File: config.mk
export PLATFORM = sky130hd
export DESIGN_NAME = twofish_round_seq
export DESIGN_NICKNAME = d
export VERILOG_FILES = /design/src/rtl/twofish_round_seq.sv
export SDC_FILE = /design/constraint.sdc
export NUM_CORES = 1
export LEC_CHECK = 0
export BUFFER_PORTS_ARGS = -buffer_cell sky130_fd_sc_hd__buf_2
export CAP_MARGIN = 20
export CORE_AREA = 2 2 154 156
export CTS_CLUSTER_SIZE = 20
export DETAILED_ROUTE_END_ITERATION = 10
export DIE_AREA = 0 0 156 158
export PLACE_DENSITY_LB_ADDON = 0.3
export SLEW_MARGIN = 15
export SYNTH_ARGS = -nofsm -noshare
export SYNTH_HDL_FRONTEND = slang
export SYNTH_SLANG_ARGS = --single-unit
File: constraint.sdc
create_clock -name clk -period 3.59 [get_ports clk]
set_clock_uncertainty 0.1 [all_clocks]
set_input_delay 0.1795 -clock clk [delete_from_list [all_inputs] [get_ports clk]]
set_output_delay 0.1795 -clock clk [all_outputs]
set_load 0.01 [all_outputs]
File: src/rtl/twofish_round_seq.sv
// Iterative Twofish round engine: one Feistel round per clock using an external
// combinational F-function, with a valid/ready handshake on both block ports.
module twofish_round_seq #(
  parameter int unsigned NUM_ROUNDS = 16,
  localparam int unsigned WORD_W = 32,
  localparam int unsigned CNT_W = 4
) (
  input  logic              clk,
  input  logic              rst,
  input  logic              in_valid,
  output logic              in_ready,
  input  logic [WORD_W-1:0] in_r0,
  input  logic [WORD_W-1:0] in_r1,
  input  logic [WORD_W-1:0] in_r2,
  input  logic [WORD_W-1:0] in_r3,
  output logic [WORD_W-1:0] f_r0,
  output logic [WORD_W-1:0] f_r1,
  output logic [CNT_W-1:0]  f_round,
  input  logic [WORD_W-1:0] f_f0,
  input  logic [WORD_W-1:0] f_f1,
  output logic              out_valid,
  input  logic              out_ready,
  output logic [WORD_W-1:0] out_y0,
  output logic [WORD_W-1:0] out_y1,
  output logic [WORD_W-1:0] out_y2,
  output logic [WORD_W-1:0] out_y3
);

  localparam logic [CNT_W-1:0] LAST_ROUND = CNT_W'(NUM_ROUNDS - 1);

  typedef enum logic [1:0] {
    IDLE  = 2'd0,
    ROUND = 2'd1,
    DONE  = 2'd2
  } state_t;

  state_t            state;
  state_t            state_nxt;
  logic [WORD_W-1:0] r0, r1, r2, r3;
  logic [CNT_W-1:0]  cnt;
  logic              load_in;
  logic              do_round;
  logic              last_round;
  logic [WORD_W-1:0] t0, t1, c2, c3;

  // Round output transform: XOR then rotate right 1 / rotate left 1 then XOR
  always_comb begin
    t0 = f_f0 ^ r2;
    c2 = {t0[0], t0[WORD_W-1:1]};
    t1 = {r3[WORD_W-2:0], r3[WORD_W-1]};
    c3 = t1 ^ f_f1;
  end

  assign last_round = (cnt == LAST_ROUND);

  always_comb begin
    state_nxt = state;
    load_in   = 1'b0;
    do_round  = 1'b0;
    case (state)
      IDLE: begin
        if (in_valid) begin
          load_in   = 1'b1;
          state_nxt = ROUND;
        end
      end
      ROUND: begin
        do_round = 1'b1;
        if (last_round) state_nxt = DONE;
      end
      DONE: begin
        if (out_ready) state_nxt = IDLE;
      end
      default: state_nxt = IDLE;
    endcase
  end

  // Handshake flags are registered alongside the state they decode
  always_ff @(posedge clk) begin
    if (rst) begin
      state     <= IDLE;
      in_ready  <= 1'b1;
      out_valid <= 1'b0;
    end else begin
      state     <= state_nxt;
      in_ready  <= (state_nxt == IDLE);
      out_valid <= (state_nxt == DONE);
    end
  end

  // Counter wraps to zero on the last round so it never exceeds NUM_ROUNDS-1
  always_ff @(posedge clk) begin
    if (rst) begin
      r0  <= '0;
      r1  <= '0;
      r2  <= '0;
      r3  <= '0;
      cnt <= '0;
    end else if (load_in) begin
      r0  <= in_r0;
      r1  <= in_r1;
      r2  <= in_r2;
      r3  <= in_r3;
      cnt <= '0;
    end else if (do_round) begin
      r0  <= c2;
      r1  <= c3;
      r2  <= r0;
      r3  <= r1;
      cnt <= last_round ? '0 : cnt + CNT_W'(1);
    end
  end

  assign f_r0    = r0;
  assign f_r1    = r1;
  assign f_round = cnt;

  // Final swap undone on the way out; zero unless a block is being presented
  assign out_y0 = (state == DONE) ? r2 : '0;
  assign out_y1 = (state == DONE) ? r3 : '0;
  assign out_y2 = (state == DONE) ? r0 : '0;
  assign out_y3 = (state == DONE) ? r1 : '0;

endmodule

==> results.json <==
{
  "drive_above_1_share_pct": 34.0,
  "grt_max_degree": 91,
  "crit_required_ps": 3310,
  "viasPerCell": 4.96,
  "die_w_um": 156,
  "max_freq_ghz": 0.393,
  "area_growth_pct": 32.7,
  "switching_share_pct": 27.7,
  "slew_viol_final": 0,
  "route.vias.total": 7926,
  "worstMarginPinSlew_ps": 762,
  "finalHoldViolCount": 0,
  "critPathArrivalTime_ps": 2260,
  "maxCapViolations": 0,
  "start_util_pct": 34.4,
  "tritoncts": "built",
  "coreArea_um2": 23100,
  "regToRegSetupSlack_ps": 1340,
  "place_inst": 1566,
  "final.period_utilization_pct": 70.9,
  "fill_cells": 2333,
  "outcome": "complete, no violations",
  "place.gp.congestion": 0.820,
  "post-dp-hpwl_um": 18100,
  "critical_path_class": "reg -> out",
  "power.internal_mw": 3.19,
  "comb_power_share_pct": 17.9,
  "clk_pin_slew_ps": 60,
  "diodes": 0,
  "drc": 0,
  "netlist_instances": 962,
  "layout_commonest_cell": "buf_2",
  "p_switching_mw": 1.22,
  "worst_ir_drop_vdd_uv": 274,
  "stdcell_count": 1599,
  "fin_nets": 1494,
  "rows": 56,
  "crit_path_end": "out_y2[22]",
  "rr_endpoint": "f_r0[27]$_SDFFE_PP0P_",
  "final_cell_mix": "391 x buf_2, 134 x dfxtp_1, 129 x a21oi_1",
  "dieArea_um2": 24600,
  "pwr-share-clk_pct": 41.0,
  "cts_buffers": 17,
  "power.leakage_nw": 5.32,
  "async_flop_share_pct": 0,
  "hold_class": "in -> reg",
  "multi_input_area_um2": 4700,
  "synth_edf_count": 0,
  "grt_pass1_wl_um": 39200,
  "r2r_start": "state[1]$_SDFF_PP0_",
  "path_max_fanout": 67,
  "grt_overflow": 0,
  "drtIter0Drc": 427,
  "min_period_ps": 2540,
  "startpoint_type": "register",
  "syn_avg_cell_area_um2": 8.25,
  "yosys_warnings": 0,
  "grtUsageTotal_pct": 20.2,
  "detail_route.wl_per_cell_um": 16.2,
  "seqPwrFrac_pct": 41.1,
  "utilization_pct": 45.7,
  "grt_setup_unrepaired": "false",
  "clk_latency_ps": 410,
  "routed_wl_um": 25900,
  "seqCellArea_um2": 2730,
  "rr_worst_depth": 5,
  "setup_viol": 0,
  "syn-num-nets": 1159,
  "critPathCaptureType": "output pin",
  "finalSetupTns_ps": 0,
  "yosys.cell_types.count": 35,
  "io_buffers": 393,
  "drt_pass1_iterations": 4,
  "p_per_area_nw_per_um2": 419,
  "pin_count": 394,
  "grt_pass1_vias": 7201,
  "final_antenna_net_count": 0,
  "synth_ff_type": "dfxtp_1",
  "cts_max_level": 4,
  "antenna_found_initial": 0,
  "die_y_um": 158,
  "synth_area_um2": 7940,
  "cts.sinks": 136,
  "clockBufferDepth": 2,
  "yosysSeqAreaShare_pct": 34.3,
  "max_slew_margin_pct": 49.2,
  "cp-startpoint": "state[1]$_SDFF_PP0_",
  "synth-seq-cells": 136,
  "root_buffer": "clkbuf_16"
}
-- metrics by stage --
stage,setup WS [ps],total power [mW],hold slack [ps],cell area [µm²]
after CTS,997,4.48,34.9,10500
after detailed placement,1340,2.64,351,9910
after floorplan,2160,2.33,228,7940
after global routing,879,4.66,57.5,10500
final,1050,4.42,57.4,10500
after global placement,1380,2.63,353,9910
-- cells by family (layout without fill, tap and decap cells) --
| kind of cell | after synthesis | in the layout | synth area share (%) |
|---|---|---|---|
| AO/OA/AOI/OAI | 268 | 268 | 21.2 |
| XOR/XNOR | 64 | 64 | 7.06 |
| adder cells (fa/ha/maj) | 1 | 1 | 0.158 |
| buffers and inverters | 93 | 440 | 6.63 |
| flip-flops | 136 | 136 | 34.3 |
| multiplexers | 2 | 2 | 0.252 |
| AND/OR/NAND/NOR | 398 | 398 | 30.4 |
-- worst min-delay path by stage --
| stage | start | end | depth (start not counted) |
|---|---|---|---|
| 6_report | in_r3[31] | r3[31]$_SDFFE_PP0P_ | 3 |
| 5_1_grt | rst | f_round[1]$_SDFFE_PP0P_ | 2 |
| 4_1_cts | in_r3[31] | r3[31]$_SDFFE_PP0P_ | 3 |
| 3_5_place_dp | out_ready | in_ready$_SDFF_PP1_ | 3 |
| 3_3_place_gp | out_ready | in_ready$_SDFF_PP1_ | 3 |
| 2_1_floorplan | out_ready | in_ready$_SDFF_PP1_ | 2 |
-- synth_stat cells, types with 2 or more instances --
library cell	n	share of area, %
or3b_2	3	0.33
buf_6	11	1.6
o21ai_0	3	0.19
or3_1	2	0.16
nand2_1	3	0.14
and2_1	128	10
a21o_1	64	6.1
clkbuf_1	30	1.4
buf_4	14	1.3
xnor2_1	64	7.1
buf_2	33	2.1
a21oi_1	129	8.1
or3b_1	59	6.5
dfxtp_1	136	34
nor2_1	67	3.2
mux2i_1	2	0.25
nor2b_1	2	0.16
a211oi_1	68	6.4
nand2b_1	65	5.1
nor3_1	62	3.9
buf_1	3	0.14
-- layout make-up --
type | count | share of cell area, %
Multi-Input combinational cell | 733 | 44.7
Sequential cell | 136 | 25.9
Timing Repair Buffer | 408 | 20.2
Clock buffer | 20 | 4.35
Tap cell | 290 | 3.44
Clock inverter | 11 | 1.40
Inverter | 1 | 0.0356
-- flip-flops by register name, indices dropped and copies added, names as in the netlist --
register   count
f_r0          32
r2            32
f_round        4
in_ready       1
r3            32
f_r1          32
out_valid      1
state          2
-- critical path, stage by stage (launching register included) --
cell     delay (ps)
dfxtp_4         750
nor2b_4         260
buf_4           430
and2_1          230
buf_2           140
-- timing repair --
item,CTS,global route
resized for setup,0,0
setup buffers,0,0
hold buffers,2,0
hold endpoints to repair,4,0
-- power by group through the flow --
stage | combinational (mW) | clock (mW) | sequential, mW
after CTS | 0.802 | 1.87 | 1.82
after global placement | 0.786 | 0 | 1.85
after detailed placement | 0.796 | 0 | 1.85
after global routing | 0.883 | 1.94 | 1.84
final | 0.790 | 1.81 | 1.81
after floorplan | 0.511 | 0 | 1.82
-- layer usage --
metal | vias to the layer above | wire, µm | global-route usage [%]
met4 | 0 | 348 | 5.16
met1 | 3633 | 11100 | 24.6
li1 | 3984 | - | -
met5 | - | 0 | 0
met2 | 288 | 12700 | 35.7
met3 | 21 | 1810 | 5.26
(Power assumes the default switching activity.)
